File: config.mk
export PLATFORM = sky130hd
export DESIGN_NAME = dataflow_chan_fifo
export DESIGN_NICKNAME = d
export VERILOG_FILES = /design/src/rtl/dataflow_chan_pkg.sv /design/src/rtl/dataflow_chan_fifo_mem.sv /design/src/rtl/dataflow_chan_fifo.sv
export SDC_FILE = /design/constraint.sdc
export NUM_CORES = 1
export LEC_CHECK = 0
export ABC_AREA = 1
export BUFFER_PORTS_ARGS = -buffer_cell sky130_fd_sc_hd__clkbuf_2
export CAP_MARGIN = 20
export CORE_MARGIN = 8
export CORE_UTILIZATION = 53
export CTS_CLUSTER_DIAMETER = 100
export DETAILED_ROUTE_END_ITERATION = 10
export GPL_TIMING_DRIVEN = 0
export PLACE_DENSITY = 0.86
export SETUP_SLACK_MARGIN = 0.1
export SYNTH_ARGS = -nofsm -noshare
export SYNTH_HDL_FRONTEND = slang
export SYNTH_SLANG_ARGS = --single-unit
File: constraint.sdc
create_clock -name clock -period 2.6 [get_ports clock]
set_clock_uncertainty 0.2 [all_clocks]
set_input_delay 0 -clock clock [delete_from_list [all_inputs] [get_ports clock]]
set_output_delay 0 -clock clock [all_outputs]
set_load 0.02 [all_outputs]
File: src/rtl/dataflow_chan_pkg.sv
`default_nettype none
// ============================================================================
// Module   : dataflow_chan_pkg
// Brief    : Shared types and helpers for dataflow channel FIFOs and detectors.
// Revision : 1.0
// ============================================================================
package dataflow_chan_pkg;

    localparam int STALL_W_DEFAULT = 16;

    // Blocking/occupancy view of one channel as sampled by the deadlock detector.
    typedef struct packed {
        logic full_n;
        logic empty_n;
        logic wr_blk_n;
        logic rd_blk_n;
    } chan_status_t;

    function automatic int clog2(input int value);
        int result;
        result = 0;
        for (int i = 0; i < 31; i++) begin
            if ((1 << i) < value) begin
                result = i + 1;
            end
        end
        return result;
    endfunction

endpackage
`default_nettype wire

File: src/rtl/dataflow_chan_fifo_mem.sv
`default_nettype none
// ============================================================================
// Module   : dataflow_chan_fifo_mem
// Brief    : DEPTH x DATA_W register array, one write port, async read port.
// Revision : 1.0
// ============================================================================
module dataflow_chan_fifo_mem #(
    parameter int DATA_W = 32,
    parameter int DEPTH  = 4,
    parameter int ADDR_W = 2
) (
    input  logic              clock,
    input  logic              i_we,
    input  logic [ADDR_W-1:0] i_waddr,
    input  logic [DATA_W-1:0] i_wdata,
    input  logic [ADDR_W-1:0] i_raddr,
    output logic [DATA_W-1:0] o_rdata
);

    logic [DATA_W-1:0] r_mem [DEPTH];

    always_ff @(posedge clock) begin
        if (i_we) begin
            r_mem[i_waddr] <= i_wdata;
        end
    end

    assign o_rdata = r_mem[i_raddr];

endmodule
`default_nettype wire

File: src/rtl/dataflow_chan_fifo.sv
`default_nettype none
// ============================================================================
// Module   : dataflow_chan_fifo
// Brief    : First-word fall-through channel FIFO with blocking flags and
//            saturating stall counters for deadlock monitoring.
// Revision : 1.0
// ============================================================================
module dataflow_chan_fifo
    import dataflow_chan_pkg::*;
#(
    parameter int DATA_W  = 32,
    parameter int DEPTH   = 4,
    parameter int STALL_W = STALL_W_DEFAULT
) (
    input  logic                  clock,
    input  logic                  reset,
    input  logic                  if_write,
    input  logic [DATA_W-1:0]     if_din,
    output logic                  if_full_n,
    input  logic                  if_read,
    output logic [DATA_W-1:0]     if_dout,
    output logic                  if_empty_n,
    output logic [clog2(DEPTH):0] occupancy,
    output logic                  wr_blk_n,
    output logic                  rd_blk_n,
    input  logic                  clr_stats,
    output logic [STALL_W-1:0]    wr_stall_cnt,
    output logic [STALL_W-1:0]    rd_stall_cnt
);

    localparam int PTR_W = clog2(DEPTH);
    localparam int OCC_W = PTR_W + 1;
    localparam logic [PTR_W-1:0] c_last_ptr = PTR_W'(DEPTH - 1);
    localparam logic [OCC_W-1:0] c_full_occ = OCC_W'(DEPTH);
    localparam logic [OCC_W-1:0] c_one_occ  = OCC_W'(1);

    logic [PTR_W-1:0]   r_wptr;
    logic [PTR_W-1:0]   r_rptr;
    logic [OCC_W-1:0]   r_occ;
    logic               r_full_n;
    logic               r_empty_n;
    logic               r_wr_blk_n;
    logic               r_rd_blk_n;
    logic [DATA_W-1:0]  r_dout;
    logic [STALL_W-1:0] r_wr_stall;
    logic [STALL_W-1:0] r_rd_stall;

    logic               w_wr_acc;
    logic               w_rd_acc;
    logic               w_wr_stall;
    logic               w_rd_stall;
    logic [PTR_W-1:0]   w_wptr_inc;
    logic [PTR_W-1:0]   w_rptr_inc;
    logic [OCC_W-1:0]   w_occ_next;
    logic [DATA_W-1:0]  w_mem_rdata;

    assign w_wr_acc   = if_write & r_full_n;
    assign w_rd_acc   = if_read & r_empty_n;
    assign w_wr_stall = if_write & ~r_full_n;
    assign w_rd_stall = if_read & ~r_empty_n;

    assign w_wptr_inc = (r_wptr == c_last_ptr) ? '0 : r_wptr + PTR_W'(1);
    assign w_rptr_inc = (r_rptr == c_last_ptr) ? '0 : r_rptr + PTR_W'(1);

    always_comb begin
        w_occ_next = r_occ;
        case ({w_wr_acc, w_rd_acc})
            2'b10:   w_occ_next = r_occ + c_one_occ;
            2'b01:   w_occ_next = r_occ - c_one_occ;
            default: w_occ_next = r_occ;
        endcase
    end

    dataflow_chan_fifo_mem #(
        .DATA_W (DATA_W),
        .DEPTH  (DEPTH),
        .ADDR_W (PTR_W)
    ) u_mem (
        .clock   (clock),
        .i_we    (w_wr_acc),
        .i_waddr (r_wptr),
        .i_wdata (if_din),
        .i_raddr (w_rptr_inc),
        .o_rdata (w_mem_rdata)
    );

    always_ff @(posedge clock or negedge reset) begin
        if (!reset) begin
            r_wptr     <= '0;
            r_rptr     <= '0;
            r_occ      <= '0;
            r_full_n   <= 1'b1;
            r_empty_n  <= 1'b0;
            r_wr_blk_n <= 1'b1;
            r_rd_blk_n <= 1'b1;
            r_dout     <= '0;
        end else begin
            if (w_wr_acc) begin
                r_wptr <= w_wptr_inc;
            end
            if (w_rd_acc) begin
                r_rptr <= w_rptr_inc;
            end
            r_occ      <= w_occ_next;
            r_full_n   <= (w_occ_next != c_full_occ);
            r_empty_n  <= (w_occ_next != '0);
            r_wr_blk_n <= ~w_wr_stall;
            r_rd_blk_n <= ~w_rd_stall;
            // Head register: a write into an empty FIFO, or a pop with one entry
            // left while writing, takes if_din because it is not in the array yet.
            if (w_wr_acc && !r_empty_n) begin
                r_dout <= if_din;
            end else if (w_rd_acc && (w_occ_next != '0)) begin
                r_dout <= (w_wr_acc && (r_occ == c_one_occ)) ? if_din : w_mem_rdata;
            end
        end
    end

    always_ff @(posedge clock or negedge reset) begin
        if (!reset) begin
            r_wr_stall <= '0;
            r_rd_stall <= '0;
        end else if (clr_stats) begin
            r_wr_stall <= '0;
            r_rd_stall <= '0;
        end else begin
            if (w_wr_stall && (r_wr_stall != '1)) begin
                r_wr_stall <= r_wr_stall + STALL_W'(1);
            end
            if (w_rd_stall && (r_rd_stall != '1)) begin
                r_rd_stall <= r_rd_stall + STALL_W'(1);
            end
        end
    end

    assign if_full_n    = r_full_n;
    assign if_empty_n   = r_empty_n;
    assign if_dout      = r_dout;
    assign occupancy    = r_occ;
    assign wr_blk_n     = r_wr_blk_n;
    assign rd_blk_n     = r_rd_blk_n;
    assign wr_stall_cnt = r_wr_stall;
    assign rd_stall_cnt = r_rd_stall;

endmodule
`default_nettype wire

==> flow_summary.json <==
{
  "ys_seq_area_share_pct": 62.1,
  "final_cells": 1372,
  "synth_area_leaders": "edfxtp_1 (42%), dfrtp_1 (20%), nand2_1 (14%)",
  "power.total_w": 0.0127,
  "fin_nets": 1181,
  "synth.avg_cell_area_um2": 9.62,
  "min_path_type": "in2reg",
  "tritoncts": "yes",
  "synth_edf_count": 128,
  "antenna_cells": 0,
  "maxCapViolations": 0,
  "h-tree-depth": 1,
  "gr-total-overflow": 0,
  "postSynthNetCount": 1008,
  "clock_sinks": 203,
  "fp.dieW_um": 148,
  "critPathMaxStageDelay_ns": 0.50,
  "grt_max_degree": 57,
  "setup_viol": 0,
  "path_cells": "ha_1, clkbuf_1, inv_1, buf_1, nand3_1, nand2_1, a21oi_1, nand2_1, nand2_1",
  "area_growth_pct": 22.6,
  "p_int_w": 0.00752,
  "antenna_found_initial": 0,
  "antenna_left": 0,
  "routed_wl_mm": 24.0,
  "cts_buffers": 21,
  "syn_area_mm2": 0.00922,
  "placed_area_mm2": 0.0102,
  "p_seq_share_pct": 35.5,
  "slew_viol_final": 0,
  "startpoint_type": "flop",
  "start_util_pct": 53.7,
  "port_buffers": 106,
  "hpwl_mm": 15.2,
  "outcome": "completed",
  "yosysUniqueCellTypes": 31,
  "tns_ns": 0,
  "rrSetupSlack_ns": 0.16,
  "final_util_pct": 65.8,
  "rr_startpoint": "r_rptr[0]",
  "cp_common_cell": "nand2_1",
  "syn_inst": 959,
  "critPathSlowestCell": "buf_1",
  "grt_usage_pct": 21.5,
  "min_to": "u_mem.r_mem[1][28]",
  "rows": 48,
  "hold_path_depth": 2,
  "p_leak_nw": 4.95,
  "dr.pass1.iters": 5,
  "synth_top_area_cell": "edfxtp_1",
  "clkLatencyLatePin_ns": 0.50,
  "irDropWorstVdd_uv": 1000,
  "grt_pass1_wl_mm": 38.0,
  "fmax_mhz": 410,
  "worstMarginPinSlew_ns": 0.846,
  "clk_pin_slew_worst_paths_ns": 0.06,
  "ys.flop_type": "edfxtp_1",
  "cp.required_ns": 2.79,
  "path_class": "reg2reg",
  "yosysTopAreaCellShare_pct": 41.7,
  "vias": 7597,
  "grt_pass1_vias": 7588,
  "synth-seq-cells": 203,
  "drive_above_1_share_pct": 19.2,
  "yosys_warnings": 0,
  "yosysMostFrequentCell": "nand2_1",
  "fin_area_mm2": 0.0113,
  "die_area_mm2": 0.0219,
  "worst_ep_arrival_time_ns": 2.63,
  "switching_share_pct": 40.5,
  "synth_commonest_cells": "nand2_1 (339), edfxtp_1 (128), nand3_1 (124)",
  "r2r-end": "if_dout[5]",
  "max_slew_margin_pct": 43.4,
  "pwr-share-comb_pct": 41.6,
  "hold_violations": 0,
  "synthArstFlopShare_pct": 36.9,
  "p_sw_w": 0.00513,
  "p_clk_share_pct": 22.9,
  "io_pins": 108,
  "cts_max_path_buffers": 3,
  "r2r.worst_path.cells": 9,
  "setup.worst_path.end_class": "flop",
  "drc": 0,
  "n_fill_cell": 1279,
  "core_mm2": 0.0172,
  "dieHeight_um": 148,
  "post-route-min-period_ns": 2.44,
  "holdCritStartpoint": "if_din[28]",
  "place.gp.congestion": 0.884,
  "cp_max_fo": 10,
  "cts_root_buf": "clkbuf_16",
  "drtIter0Drc": 700,
  "rsz0062_at_grt": "false",
  "dp.cells": 1295,
  "vias_per_cell": 5.54,
  "period_share_pct": 93.9,
  "post_drt_wl_per_cell_um": 17.5,
  "p_per_area_mw_per_mm2": 1120
}
## sequential cells by signal (all words and copies together), names as in the netlist
register and flops:
if_dout 32, rd_blk_n 1, u_mem.r_mem 128, if_empty_n 1, r_wptr 2, wr_stall_cnt 16, wr_blk_n 1, if_full_n 1
r_rptr 2, occupancy 3, rd_stall_cnt 16
## per-layer routing
layer | up-vias | track usage (%) | wire length [um]
met5 | - | 0 | 0
met4 | 0 | 8.87 | 665
met3 | 58 | 3.49 | 1790
met2 | 354 | 37.4 | 12100
met1 | 3634 | 26.1 | 9410
li1 | 3551 | - | -
## worst max-delay path: cells and delay by family (launching register included)
kind,cells,cell delay (ns)
DFF,1,0.40
buffers and inverters,3,0.90
AOI/OAI and AO/OA,1,0.06
adders and majority gates,1,0.31
and+or+nand+nor,4,0.47
## cells by family after synthesis
group           after synthesis  synth area share, %
compound gates               67                 4.19
xor+xnor                      8                0.760
fa+ha+maj                    12                 1.63
buf+inv                      90                 4.19
flops                       203                 62.1
simple gates                579                 27.2
## what timing repair did
item / in CTS / in global routing
buffers inserted: 0 / 1
hold buffers: 38 / 0
setup endpoints to repair: 32 / 30
hold endpoints to repair: 300 / 0
pin swaps: 1 / 1
gates resized for setup: 12 / 5
## worst max-delay path by stage
stage                     from  cells after the start  slack, ns                  to
floorplan            if_full_n                      2      -0.15   u_mem.r_mem[0][0]
global placement     if_full_n                      2      -1.22  u_mem.r_mem[3][28]
detailed placement   if_full_n                     12      -0.39         if_dout[13]
CTS                 if_empty_n                     14       0.13         if_dout[25]
global route         if_full_n                     12        0.1         if_dout[24]
finish               r_rptr[0]                      9       0.16          if_dout[5]
## through the flow
stage	setup slack [ns]	hold slack, ns
5_1_grt	0.0951	0.0751
3_3_place_gp	-1.22	0.0340
4_1_cts	0.133	0.0623
3_5_place_dp	-0.393	-0.254
2_1_floorplan	-0.155	-0.496
6_report	0.158	0.0734
## layout by cell type, fill, tap and decap left out, types with 3 or more instances in the layout
master	Yosys	layout
o21ai_2	8	8
nand2_1	339	336
o21ai_1	9	9
dfrtp_1	72	72
nand2_4	0	3
o21bai_1	6	6
nand3_1	124	124
clkbuf_16	0	21
o21ai_0	8	8
nor2_1	72	68
clkbuf_1	12	16
buf_2	24	21
xor2_1	7	7
a21oi_1	34	34
nand4_1	16	16
clkinv_2	0	4
ha_1	12	11
buf_6	1	3
dlygate4sd3_1	0	38
and2_1	4	4
inv_2	3	3
inv_1	45	44
nor2_2	3	3
dfstp_2	3	3
edfxtp_1	128	128
nor2_4	8	12
nand2_2	9	8
clkbuf_2	0	106
clkbuf_8	0	7
buf_12	0	3
## power by group through the flow
stage          sequential (W)  combinational (W)  clock, W
2_1_floorplan         0.00485            0.00298         0
3_3_place_gp          0.00453            0.00469         0
3_5_place_dp          0.00453            0.00498         0
4_1_cts               0.00447            0.00515   0.00293
5_1_grt               0.00455            0.00577   0.00305
6_report              0.00450            0.00526   0.00290
## cell type report
cell class / instances / area, um^2 / area share [%]
plain buffers: 41 / 219 / 1.94
flip-flops and latches: 203 / 5720 / 50.6
repair buffers: 150 / 1040 / 9.16
inverters: 49 / 186 / 1.65
well taps: 225 / 282 / 2.49
clock buffers: 32 / 637 / 5.63
clock inverters: 6 / 32.5 / 0.288
multi-input cells: 666 / 3190 / 28.2
Power figures use the tool's default switching activity.
